`src/rtl/ex_hazard_if.sv`:
```
// ID/EX <-> hazard unit bundle: decoded ID fields in, forward selects / stall / flag select out.
// stall_count and PERF_W exist only when HAZARD_PERF_EN is defined.
interface ex_hazard_if #(
  parameter int REG_W = 5
`ifdef HAZARD_PERF_EN
  , parameter int PERF_W = 32
`endif
);
  logic             id_valid;
  logic [REG_W-1:0] id_rn;
  logic [REG_W-1:0] id_rm;
  logic             id_use_rn;
  logic             id_use_rm;
  logic [REG_W-1:0] id_rd;
  logic             id_regwrite;
  logic             id_memread;
  logic             id_setflags;
  logic             id_bcond;
  logic             flush;
  logic [1:0]       forwardA;
  logic [1:0]       forwardB;
  logic             stall;
  logic             flag_fwd;
`ifdef HAZARD_PERF_EN
  logic [PERF_W-1:0] stall_count;
`endif

  modport master (
    output id_valid, id_rn, id_rm, id_use_rn, id_use_rm, id_rd,
           id_regwrite, id_memread, id_setflags, id_bcond, flush,
    input  forwardA, forwardB, stall, flag_fwd
`ifdef HAZARD_PERF_EN
    , input stall_count
`endif
  );

  modport slave (
    input  id_valid, id_rn, id_rm, id_use_rn, id_use_rm, id_rd,
           id_regwrite, id_memread, id_setflags, id_bcond, flush,
    output forwardA, forwardB, stall, flag_fwd
`ifdef HAZARD_PERF_EN
    , output stall_count
`endif
  );
endinterface

```
`src/rtl/ex_hazard_unit.sv`:
```
// Execute-stage hazard controller: shadow EX/MEM/WB dest tracking, operand forwarding,
// load-use stall FSM and B.cond flag source. HAZARD_PERF_EN adds a saturating stall counter.
module ex_hazard_unit #(
  parameter int REG_W      = 5,
  parameter int ZERO_REG   = 31,
  parameter int LOAD_STALL = 2
`ifdef HAZARD_PERF_EN
  , parameter int PERF_W   = 32
`endif
) (
  input  logic       clk,
  input  logic       reset,
  ex_hazard_if.slave hif
);
  typedef struct packed {
    logic [REG_W-1:0] rn, rm, rd;
    logic             use_rn, use_rm, rw, mr, sf;
  } ex_t;
  typedef struct packed { logic [REG_W-1:0] rd; logic rw, mr; } mem_t;
  typedef struct packed { logic [REG_W-1:0] rd; logic rw; } wb_t;
  typedef enum logic { IDLE, STALL } state_t;

  localparam logic [REG_W-1:0] ZR       = REG_W'(ZERO_REG);
  localparam logic [2:0]       CNT_INIT = 3'(LOAD_STALL - 1);

  state_t     state_q, state_d;
  logic [2:0] cnt_q, cnt_d;
  ex_t        ex_q, ex_d;
  mem_t       mem_q, mem_d;
  wb_t        wb_q, wb_d;
  logic       hazard, stall;

  // A load sitting in MEM has no data yet, so only non-load MEM results forward.
  function automatic logic [1:0] fwd_sel(input logic use_r, input logic [REG_W-1:0] r,
                                         input mem_t m, input wb_t w);
    fwd_sel = 2'b00;
    if (use_r && (r != ZR)) begin
      if (m.rw && !m.mr && (m.rd == r)) fwd_sel = 2'b01;
      else if (w.rw && (w.rd == r))     fwd_sel = 2'b10;
    end
  endfunction

  assign hazard = hif.id_valid & ex_q.mr & ex_q.rw & (ex_q.rd != ZR) &
                  ((hif.id_use_rn & (hif.id_rn == ex_q.rd)) |
                   (hif.id_use_rm & (hif.id_rm == ex_q.rd)));

  always_comb begin
    state_d = state_q;
    cnt_d   = cnt_q;
    if (hif.flush) begin
      state_d = IDLE;
      cnt_d   = '0;
    end else begin
      case (state_q)
        IDLE: if (hazard && (LOAD_STALL > 1)) begin
          state_d = STALL;
          cnt_d   = CNT_INIT;
        end
        STALL: begin
          cnt_d = cnt_q - 3'd1;
          if (cnt_q <= 3'd1) begin
            state_d = IDLE;
            cnt_d   = '0;
          end
        end
        default: ;
      endcase
    end
  end

  always_comb begin
    stall = 1'b0;
    if (!hif.flush) begin
      case (state_q)
        IDLE:    stall = hazard;
        STALL:   stall = 1'b1;
        default: stall = 1'b0;
      endcase
    end
  end

  always_comb begin
    ex_d = '0;
    if (hif.id_valid && !stall && !hif.flush)
      ex_d = '{rn: hif.id_rn, rm: hif.id_rm, rd: hif.id_rd,
               use_rn: hif.id_use_rn, use_rm: hif.id_use_rm,
               rw: hif.id_regwrite, mr: hif.id_memread, sf: hif.id_setflags};
    mem_d = '{rd: ex_q.rd, rw: ex_q.rw, mr: ex_q.mr};
    wb_d  = '{rd: mem_q.rd, rw: mem_q.rw};
  end

  always_ff @(posedge clk or posedge reset) begin
    if (reset) begin
      state_q <= IDLE;
      cnt_q   <= '0;
      ex_q    <= '0;
      mem_q   <= '0;
      wb_q    <= '0;
    end else begin
      state_q <= state_d;
      cnt_q   <= cnt_d;
      ex_q    <= ex_d;
      mem_q   <= mem_d;
      wb_q    <= wb_d;
    end
  end

  assign hif.forwardA = fwd_sel(ex_q.use_rn, ex_q.rn, mem_q, wb_q);
  assign hif.forwardB = fwd_sel(ex_q.use_rm, ex_q.rm, mem_q, wb_q);
  assign hif.stall    = stall;
  assign hif.flag_fwd = hif.id_valid & hif.id_bcond & ex_q.sf;

`ifdef HAZARD_PERF_EN
  logic [PERF_W-1:0] stall_count_q, stall_count_d;

  always_comb begin
    stall_count_d = stall_count_q;
    if (stall && (stall_count_q != '1)) stall_count_d = stall_count_q + PERF_W'(1);
  end

  always_ff @(posedge clk or posedge reset) begin
    if (reset) stall_count_q <= '0;
    else       stall_count_q <= stall_count_d;
  end

  assign hif.stall_count = stall_count_q;
`endif
endmodule

```
`src/flat_wrapper.sv`:
```
// flat-port wrapper written by rule: the top's interface ports become plain ports
module ex_hazard_unit_flat 
#(
  parameter int REG_W      = 5,
  parameter int ZERO_REG   = 31,
  parameter int LOAD_STALL = 2

)
  (clk, reset, hif_id_valid, hif_id_rn, hif_id_rm, hif_id_use_rn, hif_id_use_rm, hif_id_rd, hif_id_regwrite, hif_id_memread, hif_id_setflags, hif_id_bcond, hif_flush, hif_forwardA, hif_forwardB, hif_stall, hif_flag_fwd);
  ex_hazard_if #(.REG_W(REG_W)) hif_i ();
  input  logic clk;
  input  logic reset;
  input wire logic [$bits(hif_i.id_valid)-1:0] hif_id_valid;
  input wire logic [$bits(hif_i.id_rn)-1:0] hif_id_rn;
  input wire logic [$bits(hif_i.id_rm)-1:0] hif_id_rm;
  input wire logic [$bits(hif_i.id_use_rn)-1:0] hif_id_use_rn;
  input wire logic [$bits(hif_i.id_use_rm)-1:0] hif_id_use_rm;
  input wire logic [$bits(hif_i.id_rd)-1:0] hif_id_rd;
  input wire logic [$bits(hif_i.id_regwrite)-1:0] hif_id_regwrite;
  input wire logic [$bits(hif_i.id_memread)-1:0] hif_id_memread;
  input wire logic [$bits(hif_i.id_setflags)-1:0] hif_id_setflags;
  input wire logic [$bits(hif_i.id_bcond)-1:0] hif_id_bcond;
  input wire logic [$bits(hif_i.flush)-1:0] hif_flush;
  output wire logic [$bits(hif_i.forwardA)-1:0] hif_forwardA;
  output wire logic [$bits(hif_i.forwardB)-1:0] hif_forwardB;
  output wire logic [$bits(hif_i.stall)-1:0] hif_stall;
  output wire logic [$bits(hif_i.flag_fwd)-1:0] hif_flag_fwd;
  assign hif_i.id_valid = hif_id_valid;
  assign hif_i.id_rn = hif_id_rn;
  assign hif_i.id_rm = hif_id_rm;
  assign hif_i.id_use_rn = hif_id_use_rn;
  assign hif_i.id_use_rm = hif_id_use_rm;
  assign hif_i.id_rd = hif_id_rd;
  assign hif_i.id_regwrite = hif_id_regwrite;
  assign hif_i.id_memread = hif_id_memread;
  assign hif_i.id_setflags = hif_id_setflags;
  assign hif_i.id_bcond = hif_id_bcond;
  assign hif_i.flush = hif_flush;
  assign hif_forwardA = hif_i.forwardA;
  assign hif_forwardB = hif_i.forwardB;
  assign hif_stall = hif_i.stall;
  assign hif_flag_fwd = hif_i.flag_fwd;
  ex_hazard_unit #(.REG_W(REG_W), .ZERO_REG(ZERO_REG), .LOAD_STALL(LOAD_STALL)) u_core (.clk(clk), .reset(reset), .hif(hif_i));
endmodule
```
`config.mk`:
```
export PLATFORM = sky130hd
export DESIGN_NAME = ex_hazard_unit_flat
export DESIGN_NICKNAME = d
export VERILOG_FILES = /design/src/rtl/ex_hazard_if.sv /design/src/rtl/ex_hazard_unit.sv /design/src/flat_wrapper.sv
export SDC_FILE = /design/constraint.sdc
export NUM_CORES = 1
export LEC_CHECK = 0
export ABC_CLOCK_PERIOD_IN_PS = 1250
export BUFFER_PORTS_ARGS = -buffer_cell sky130_fd_sc_hd__buf_2
export CAP_MARGIN = 20
export CORE_MARGIN = 3
export CORE_UTILIZATION = 50
export CTS_BUF_LIST = sky130_fd_sc_hd__clkbuf_2
export CTS_CLUSTER_SIZE = 10
export DETAILED_ROUTE_END_ITERATION = 7
export HOLD_SLACK_MARGIN = 0.1
export PLACE_DENSITY_LB_ADDON = 0.3
export SYNTH_ARGS = -nofsm -noshare
export SYNTH_HDL_FRONTEND = slang
export SYNTH_SLANG_ARGS = --single-unit
```
`constraint.sdc`:
```
create_clock -name clk -period 1.25 [get_ports clk]
set_input_delay 0.25 -clock clk [delete_from_list [all_inputs] [get_ports clk]]
set_output_delay 0.25 -clock clk [all_outputs]
set_load 0.05 [all_outputs]
```
==> results.txt <==
- Status: finished with violations
* Violated checks: negative setup slack
- Antenna violations before repair: 0
* Sort of element at the end of the critical path: primary output
* Number of global-route vias before repair: ~1600
- Maximum number of pins on one net before global-route repair: 38
* Synthesis-to-layout area growth: 52.47%
* Clock tree from TritonCTS: done
- Count of distinct cell types in the synthesized netlist: 27
- Ratio of routed vias to standard cells: approximately 5.2
* Global-route usage over all layers: 24.24%
- Number of placed I/O pins: 31
* Core Footprint: slightly above 0.003 mm2
* Final instance area: 0.002512 mm2
* Required time at the endpoint of the critical path: 1.00 ns
* Count of pins over their slew limit: 0
- Number of placement rows: 20
- Cell area after placement: 0.002013 mm2
- Synth Area per Inst: around 12 um2
- Of the cells placed in the final design, the portion with a size suffix greater than 1 is between 40% and 50%.
- Leak pwr: 1.167 nW
* Post-synthesis sequential area ratio: a little under three fifths
* Number of diodes: 0
* Cell Area, Synth: around 0.0016 mm2
* Pre-CTS setup slack: -0.4422 ns
* Horizontal die dimension: around 63 um
* Clock transition time at the flip-flop clock pins of the worst setup and hold paths: ~0.18 ns
- Overall via count from detail_route: approximately 1400
- Total power divided by cell area: about 950 mW/mm2
- HPWL after detailed placement: between 2 and 3 mm
* Setup-failing EPs final: 30
- For this configuration, the core starts out at a cell density of approximately 53%.
- The first detailed-routing pass ran for 4 iterations.
- Worst max-slew margin expressed relative to the limit: around three quarters
* Met3 track utilization from global routing: about 5.2%
* Gate count after technology mapping: 140
- The tree is rooted in a sky130_fd_sc_hd__clkbuf_2.
- Final worst path period need: between 2 and 2.5 ns
- After layout, the worst path uses 172.1% of the clock period.
* Highest ir drop seen on vdd: 0.9963 mV
* Global-route met1 utilization: between 20% and 30%
- For this block, the initial DRC count from the detailed router was 52.
* Most common cell after layout, fill and taps aside: sky130_fd_sc_hd__dfrtp_1
* Clock latency on the worst-skew pair: approximately 0.40 ns
- Reg-to-reg critical path startpoint: u_core.ex_q[5]
- The die covers 0.004020 mm2.
* Height of the chip: 63.41 um
- The first global-routing pass estimated approximately 7 mm of wire.
- Across all hold checks on the routed design, the worst slack comes to approximately 0.12 ns.
* Placer Congestion: between 0.9 and 1
* Critical-path maximum fanout: 4
- Final wirelength: ~4.6 mm
- The most critical setup path has its endpoint at hif_stall.
- H-Tree Level Count: 2
* RSZ-0062 raised after global routing: yes
* Remaining antenna violation count after routing: 0
- Critical path type: flip-flop to primary output
* Number of buffers added by the clock tree synthesis step: 5
* Worst R2R Setup Slack: -0.45 ns
- Count of input and output buffers: 30
* Busiest layer in global routing: met2
* Number of maximum-capacitance constraint violations: 0
* Met2 usage: a little under half
* Worst min path class: primary input to flip-flop
* Clock Skew: ~0.0074 ns
- Nets in the synthesized netlist: about 170
- Total number of nets in the final design: 243
- The design draws approximately 2.4 mW.
- The most critical setup path has its startpoint at u_core.ex_q[5].
* Transition time at the pin with the least slew margin: ~0.37 ns
- Global route overflow: 0
- Post-layout worst setup margin: -0.9014 ns
- In this run, synthesis produced a sequential element count of 37.
* CTS max path bufs: 2
* Count of unresolved DRC violations after routing: 0
- The number of failing hold endpoints at the final stage came to 0.
* Arrival @ worst endpoint: 1.90 ns
- Peak Freq: between 400 and 500 MHz
- Number of warnings issued by yosys: 0
* Worst reg2reg path depth: 6
- In the layout the commonest cells are sky130_fd_sc_hd__dfrtp_1, sky130_fd_sc_hd__buf_2, sky130_fd_sc_hd__dlygate4sd3_1.
* Number of clock sinks seen by CTS: 37
- Worst reg2reg path endpoint: u_core.cnt_q[0]
* Average routed wire per standard cell: 17.60 um
- Worst hold path startpoint: hif_id_rn[4]
- The worst setup path is launched from a flip-flop.
==> kinds of logic (layout without fill, tap and decap cells) <==
family          Yosys count  after routing  share of synthesized area, %
xor+xnor                 30             30                         15.95
simple gates             50             50                         17.24
fa+ha+maj                 2              2                         1.518
buf+inv                   5             80                         2.050
compound gates           16             18                         7.062
flops                    37             37                         56.19
==> flip-flops by register name (all words and copies together), names as in the netlist <==
name	cells
u_core.state_q	1
u_core.wb_q	6
u_core.ex_q	20
u_core.cnt_q	3
u_core.mem_q	7
==> report_power, final <==
part	switching [mW]	internal, mW	leakage (nW)
Sequential	0.0477	1.24	0.494
Combinational	0.165	0.204	0.633
Clock	0.395	0.341	0.0406
==> worst max-delay path, stage by stage (launching register included) <==
cell and delay [ns]:
sky130_fd_sc_hd__dfrtp_2 0.48, sky130_fd_sc_hd__xnor2_1 0.24, sky130_fd_sc_hd__nand4_1 0.17, sky130_fd_sc_hd__o22ai_2 0.25, sky130_fd_sc_hd__a21oi_2 0.11, sky130_fd_sc_hd__nor2_4 0.09
sky130_fd_sc_hd__buf_6 0.16
==> timing repair <==
item,CTS,global route
setup endpoints to repair,30,30
hold buffers,19,1
endpoints found under the hold margin,55,1
cloned,1,1
resized for setup,29,15
setup buffers,4,2
pin swaps,19,12
==> through the flow <==
step | setup TNS [ns] | cells | utilization, %
detailed placement | -11.30 | 227 | 64.88
global route | -15.21 | 261 | 80.97
floorplan | -3.499 | 140 | -
global placement | -10.07 | 227 | 64.88
CTS | -9.014 | 259 | 78.55
finish | -13.99 | 261 | 80.97
==> layer usage <==
metal | up-vias | share of wire, %
li1 | 622 | -
met3 | 13 | 4.7
met4 | 0 | 3.4
met5 | - | 0
met2 | 44 | 56
met1 | 680 | 36
==> cells in the mapped netlist (all sizes together) <==
master  instances  area [um2]
nand3           3       15.01
nand2           7       26.28
and2           20       125.1
nor4            1       6.260
nor3            2       10.01
nor4b           1       8.760
o311a           1       10.01
inv             3       11.26
a31o            2       17.52
xnor2          25       219.0
o22ai           1       12.51
o21a            2       15.01
nand4           5       31.28
dfrtp          37       925.9
nor2            3       11.26
nand2b          4       25.02
a21oi           5       28.78
xor2            5       43.79
and3            3       18.77
o31ai           1       7.510
nor2b           1       6.260
o21ai           2       10.01
ha              2       25.02
buf             2       22.52
o32ai           1       8.760
a31oi           1       6.260
==> cell type report <==
class	instances	area [um2]
fill	173	590.6
sequential	37	930.9
multi-input combinational	100	882.1
timing repair buffer	69	569.3
clock inverter	2	33.78
inverter	3	11.26
clock buffer	6	30.03
tap	44	55.05
==> worst min-delay path by stage <==
| stage | endpoint | depth (start not counted) |
|---|---|---|
| after floorplan | u_core.state_q | 1 |
| after global placement | u_core.ex_q[1] | 3 |
| after detailed placement | u_core.ex_q[1] | 3 |
| after CTS | u_core.ex_q[12] | 2 |
| after global routing | u_core.ex_q[19] | 2 |
| final | u_core.ex_q[19] | 2 |
Power figures use the tool's default switching activity.
